==> src/rtl/prog_end_dumper.sv <==
// rtl/prog_end_dumper.sv - halts the core at program end (or watchdog) and streams a data-memory window out.
module prog_end_dumper #(
    parameter logic [31:0] END_PC         = 32'h80,
    parameter int          BASE_WORD      = 32,
    parameter int          NUM_WORDS      = 96,
    parameter int          WORDS_PER_LINE = 16,
    parameter int          MAX_CYCLES     = 0,
    parameter int          ADDR_W         = 10,
    parameter int          DATA_W         = 32
) (
    input  logic              CLK,
    input  logic              CLR,
    input  logic              EN,
    input  logic [31:0]       PCF,
    output logic              DM_RE,
    output logic [ADDR_W-1:0] DM_ADDR,
    input  logic [DATA_W-1:0] DM_RDATA,
    output logic              HALT,
    output logic              OUT_VALID,
    input  logic              OUT_READY,
    output logic [DATA_W-1:0] OUT_DATA,
    output logic              OUT_EOL,
    output logic              OUT_LAST,
    output logic              DONE,
    output logic              TIMEOUT,
    output logic [31:0]       CYCLES
);

    localparam bit                WD_ON     = (MAX_CYCLES != 0);
    localparam logic [31:0]       WD_LIMIT  = 32'(MAX_CYCLES - 1);
    localparam logic [31:0]       LAST_IDX  = 32'(NUM_WORDS - 1);
    localparam logic [31:0]       LINE_LAST = 32'(WORDS_PER_LINE - 1);
    localparam logic [ADDR_W-1:0] BASE_ADDR = ADDR_W'(BASE_WORD);

    typedef enum logic [2:0] {
        RUN  = 3'd0,
        READ = 3'd1,
        CAPT = 3'd2,
        SEND = 3'd3,
        FIN  = 3'd4
    } state_t;

    state_t            state, state_n;
    logic [31:0]       idx, idx_n;
    logic [31:0]       line_pos, line_pos_n;
    logic [31:0]       cycles_q, cycles_n;
    logic              timeout_q, timeout_n;
    logic [DATA_W-1:0] data_q, data_n;

    logic is_last;
    logic line_end;

    // line_pos tracks (idx mod WORDS_PER_LINE) incrementally so no divider is needed
    assign is_last  = (idx == LAST_IDX);
    assign line_end = (line_pos == LINE_LAST);

    always_ff @(posedge CLK or posedge CLR) begin
        if (CLR) begin
            state     <= RUN;
            idx       <= '0;
            line_pos  <= '0;
            cycles_q  <= '0;
            timeout_q <= 1'b0;
            data_q    <= '0;
        end else begin
            state     <= state_n;
            idx       <= idx_n;
            line_pos  <= line_pos_n;
            cycles_q  <= cycles_n;
            timeout_q <= timeout_n;
            data_q    <= data_n;
        end
    end

    always_comb begin
        state_n    = state;
        idx_n      = idx;
        line_pos_n = line_pos;
        cycles_n   = cycles_q;
        timeout_n  = timeout_q;
        data_n     = data_q;
        case (state)
            RUN: begin
                if (EN) begin
                    if (cycles_q != 32'hFFFF_FFFF) begin
                        cycles_n = cycles_q + 32'd1;
                    end
                    // a PC match takes priority over a coincident watchdog expiry
                    if (PCF == END_PC) begin
                        state_n = READ;
                    end else if (WD_ON && (cycles_q == WD_LIMIT)) begin
                        state_n   = READ;
                        timeout_n = 1'b1;
                    end
                end
            end
            READ: begin
                state_n = CAPT;
            end
            CAPT: begin
                data_n  = DM_RDATA;
                state_n = SEND;
            end
            SEND: begin
                if (OUT_READY) begin
                    if (is_last) begin
                        state_n = FIN;
                    end else begin
                        idx_n      = idx + 32'd1;
                        line_pos_n = line_end ? 32'd0 : line_pos + 32'd1;
                        state_n    = READ;
                    end
                end
            end
            FIN: begin
                state_n = FIN;
            end
            default: begin
                state_n = RUN;
            end
        endcase
    end

    assign HALT      = (state != RUN);
    assign DM_RE     = (state == READ);
    assign DM_ADDR   = (state == READ) ? (BASE_ADDR + idx[ADDR_W-1:0]) : '0;
    assign OUT_VALID = (state == SEND);
    assign OUT_DATA  = data_q;
    assign OUT_EOL   = (state == SEND) && (line_end || is_last);
    assign OUT_LAST  = (state == SEND) && is_last;
    assign DONE      = (state == FIN);
    assign TIMEOUT   = timeout_q;
    assign CYCLES    = cycles_q;

endmodule

==> config.mk <==
export PLATFORM = sky130hd
export DESIGN_NAME = prog_end_dumper
export DESIGN_NICKNAME = d
export VERILOG_FILES = /design/src/rtl/prog_end_dumper.sv
export SDC_FILE = /design/constraint.sdc
export NUM_CORES = 1
export LEC_CHECK = 0
export ABC_AREA = 0
export ABC_CLOCK_PERIOD_IN_PS = 3800
export CORE_MARGIN = 2
export CORE_UTILIZATION = 30
export DETAILED_ROUTE_END_ITERATION = 10
export PLACE_DENSITY = 0.56
export SLEW_MARGIN = 20
export SYNTH_ARGS = -nofsm -noshare
export SYNTH_HDL_FRONTEND = slang
export SYNTH_SLANG_ARGS = --single-unit
==> constraint.sdc <==
create_clock -name CLK -period 3.8 [get_ports CLK]
set_input_delay 0.57 -clock CLK [delete_from_list [all_inputs] [get_ports CLK]]
set_output_delay 0.57 -clock CLK [all_outputs]
set_load 0.02 [all_outputs]
======== Yosys cells after proc, flatten, opt, wreduce, memory -nomap -nowiden ========
Cells that the tools add are included.
W data, S select, Z words.
storage, ports and cells
  input bits .............................. 68
  flip-flop bits (word level) ............. 131
  output and inout port bits .............. 81
operators by class
  reduce and logical (&&, ||, !) cells .... 8
  bitwise logic cells ..................... 1
  multiplexer cells ....................... 7
  $add $sub $neg .......................... 4
  equal/unequal tests ..................... 11
operator list
  cell                     count
  $add A32 B1 Y32 const B  3
  $eq A32 B4 Y1 const B    1
  $eq A32 B7 Y1 const B    1
  $eq A32 B8 Y1 const B    1
  $mux W32                 1
  $ne A32 B32 Y1 const B   1
  $pmux W3 S5              1
  $mux W3                  4
  $add A6 B10 Y10 const A  1
  $mux W10                 1
  $reduce_and A3 Y1        3
  $eq A3 B2 Y1 const B     2
  $ne A2 B2 Y1 const B     2
  $eq A3 B1 Y1 const B     1
  $eq A3 B3 Y1 const B     1
  $logic_not A3 Y1         1
  $reduce_bool A3 Y1       1
  $logic_and A1 B1 Y1      2
  $ne A2 B1 Y1 const B     1
  $logic_or A1 B1 Y1       1
  $not A1 Y1               1

======== Logic depth before layout (Yosys ltp) ========
  depth in word-level cells ............... 4
  mapped depth ............................ 10
  gate-level depth less buffers ........... 7

======== Worst setup path after synthesis ========
OpenSTA, ideal clock, no wires.
  kind .................................... flip-flop to output port
  start point ............................. register idx[20]
  end point ............................... output port OUT_EOL
  required time ........................... 3,230 ps
  arrival time ............................ 1,731 ps
  path slack .............................. 1,499 ps
  stages on the path, launching flop included .. 6
  cells stage by stage .................... dfrtp_1 -> nor4_1 -> nand3_1 -> or4_1 -> buf_2 -> a21oi_1
on the way
  longest elaborated chain between the ends .. 3
ends and longest elaborated chain
  item                      line  RTL
  start: declaration        44    logic [31:0] idx, idx_n;
  start signal: assignment  67    idx <= idx_n;
  $eq A32 B7 Y1             54    assign is_last = (idx == LAST_IDX);
  $logic_or A1 B1 Y1        129   assign OUT_EOL = (state == SEND) && (line_end || is_last);
  $logic_and A1 B1 Y1       129
  end: declaration          22    output logic OUT_EOL,
No other way between the ends.

======== Worst setup path after layout ========
  start point ............................. register idx[5]
  end point ............................... output port OUT_EOL
The elaborated chain is that of the path after synthesis.

==> impl_metrics.py <==
metrics = {
    "synth": {
        "synthCells": 541,
        "synth.area.mux_share_pct": 6.25,
        "synthAdderAreaFrac_pct": 0.819,
        "synth_area_sq_um": 6110,
        "async_flop_share_pct": 100,
        "ys_warn_count": 0,
        "syn_nets": 613,
        "yosysSeqAreaShare_pct": 53.7,
        "synth-simple-area-share_pct": 22.5,
        "synth-xor-area-share_pct": 13.0,
        "yosysTopAreaCell": "dfrtp_1",
        "syn_avg_cell_area_sq_um": 11.3,
        "synth_flop_cell": "dfrtp_1",
        "synth_seq_cells": 131,
        "synth_compound_area_share_pct": 1.41,
        "yosys.area.top_type_share_pct": 53.7,
        "netlist_top_cells_area": "dfrtp_1, xnor2_1, mux2_2",
        "synth_top_family_by_area": "simple AND/OR/NAND/NOR gates",
        "synth_enable_flop_cells": 0,
        "ys_types": 47,
    },
    "clock_network": {
        "post-cts-setup-buffer-count": 0,
        "cts_sinks": 131,
        "ctsHtreeMaxLevel": 4,
        "cts_hold_buf": 0,
        "numCtsBuffers": 17,
        "cts-root-buf": "clkbuf_16",
        "clk_pin_slew_ps": 60,
        "ctsResizeCount": 0,
        "clkLatencyLatePin_ps": 420,
        "cts_tree": "yes",
        "clockBufferDepth": 2,
    },
    "grt": {
        "grtUsageTotal_pct": 14.5,
        "grt_overflow": 0,
        "antenna_found_initial": 0,
        "grt_pass1_wl_mm": 24.9,
        "grt_pass1_vias": 4779,
        "grt_max_degree": 89,
    },
    "finish": {
        "multi_input_area_sq_um": 2700,
        "register_area_sq_um": 3280,
        "area_growth_pct": 39.6,
        "drive_above_1_share_pct": 12.9,
        "diodes": 0,
        "final_common_cell": "clkdlybuf4s50_1",
        "final_cell_mix": "clkdlybuf4s50_1, dfrtp_1, xnor2_1, nand2_1, nand3_1",
        "fillers": 1872,
        "final_nets": 772,
    },
    "critical_path": {
        "cp-start-kind": "flip-flop",
        "critPathKind": "flip-flop to output pin",
        "rrSetupSlack_ps": 1170,
        "crit_fanout": 9,
        "critical_path_required_ps": 3230,
        "reg2reg_depth": 7,
        "endpoint_kind": "output pin",
        "worstReg2RegStart": "idx[5]",
        "reg2reg_to": "idx[6]",
        "crit_arrival_ps": 2890,
    },
    "timing": {
        "fmax_mhz": 289,
        "hold_ws_ps": 469,
        "clock_skew_ps": 7.00,
        "period_needed_ps": 3460,
        "rsz0062_at_grt": "no",
        "maxSlewViolCount": 0,
        "tightest_slew_ps": 518,
        "setup_viol": 0,
        "tns_ps": 0,
        "finalCritPeriodShare_pct": 91.1,
        "hold_viol": 0,
        "maxSlewHeadroom_pct": 65.2,
    },
    "floorplanning": {
        "rows": 52,
        "die_x_um": 147,
        "ios": 149,
        "core_area_sq_um": 20100,
        "die_h_um": 147,
        "initial_core_util_pct": 30.4,
        "die-area_sq_um": 21500,
    },
    "hold_path": {
        "hold_path.class": "flip-flop to flip-flop",
        "whs_endpoint": "line_pos[31]",
        "hold_start": "line_pos[31]",
        "hold_depth": 1,
    },
    "detailed_routing": {
        "first_iter_violations": 246,
        "wl_per_cell_um": 15.5,
        "dr_total_vias": 4624,
        "drt-total-wl_mm": 15.2,
        "drc": 0,
        "post_drt_via_cell_ratio": 4.70,
        "detail_route.first_pass.iterations": 5,
        "ant_nets": 0,
    },
    "power_and_ir_drop": {
        "pwr_density_cell_nw_per_um2": 381,
        "power.leakage_nw": 3.73,
        "ir_drop_uv": 255,
    },
    "outcome": {
        "status": "finished clean",
    },
    "placement": {
        "dp_hpwl_mm": 11.3,
        "place_congestion": 0.792,
        "io_buffer_count": 147,
    },
    "job": {
        "max_cap_violations": 0,
    },
}
-- how the worst max path moves through the flow --
stage            start      end  slack, ps  cells after the start
2_1_floorplan  idx[20]  OUT_EOL       1500                      5
3_3_place_gp   idx[20]  OUT_EOL        760                      5
3_5_place_dp    idx[5]  OUT_EOL        730                      5
4_1_cts         idx[5]  OUT_EOL        270                      5
5_1_grt         idx[5]  OUT_EOL        140                      5
6_report        idx[5]  OUT_EOL        340                      5
-- synth_stat cells (2+ instances only) --
library cell	count
and2_1	13
xnor2_1	63
a21oi_1	3
nor3_1	10
dfrtp_1	131
and3_1	17
mux2_2	32
buf_4	2
o31ai_1	3
nor4_4	3
xor2_1	28
nand2_1	47
nor3b_1	3
nand3_1	36
ha_1	4
a31oi_1	2
buf_6	4
o21ai_0	3
or4_1	2
nor2_1	35
inv_1	13
nor4_1	23
and4_1	3
nand3_2	6
clkbuf_1	5
nand4_2	3
nand4_1	26
buf_2	2
-- registers in the layout, summed over array words and instances, names as in the netlist --
register  flops
state         3
idx          32
OUT_DATA     32
line_pos     32
CYCLES       32
-- worst max-delay path: stages, from the launching register on --
cell and delay [ps]:
dfrtp_1 460, nor4_1 350, nand4_1 140, or4_1 640, a21oi_1 250, clkdlybuf4s50_1 640
-- layer usage --
layer	part of all wire [%]	track usage [%]	up-vias	wire length, um
met5	0	0	-	0
met2	49	24.2	129	7420
met4	1.1	4.37	0	163
met1	43	17.8	2269	6580
met3	7.0	4.72	17	1060
li1	-	-	2209	-
-- stage by stage --
step | utilization, % | worst slack, ps | power [W] | cell area (sq um) | std cells
2_1_floorplan | - | 1500 | 0.00145 | 6110 | 541
3_3_place_gp | 39.3 | 755 | 0.00154 | 7900 | 951
3_5_place_dp | 39.3 | 727 | 0.00154 | 7900 | 951
4_1_cts | 42.4 | 265 | 0.00329 | 8530 | 983
5_1_grt | 42.4 | 141 | 0.00336 | 8530 | 983
6_report | 42.4 | 337 | 0.00325 | 8530 | 983
-- where the power goes --
| group | leakage [nW] | internal, W | switching [W] |
|---|---|---|---|
| clock | 0.301 | 0.00113 | 0.000606 |
| sequential | 1.78 | 0.00140 | 0.00000294 |
| combinational | 1.65 | 0.0000678 | 0.0000437 |
| total | 3.73 | 0.00259 | 0.000652 |
-- cells by family after synthesis --
logic type               Yosys count
adder cells (fa/ha/maj)            4
multiplexers                      34
AND/OR/NAND/NOR                  240
AO/OA/AOI/OAI                     14
XOR/XNOR                          91
flip-flops                       131
buffers and inverters             26
other                              1
-- cell type report --
cell class	instances	area share, %
multi-input cells	384	31.6
repair buffers	153	17.9
inverters	13	0.616
well taps	270	3.96
clock inverters	13	2.14
clock buffers	19	5.31
flip-flops and latches	131	38.4
(Power assumes the default switching activity.)
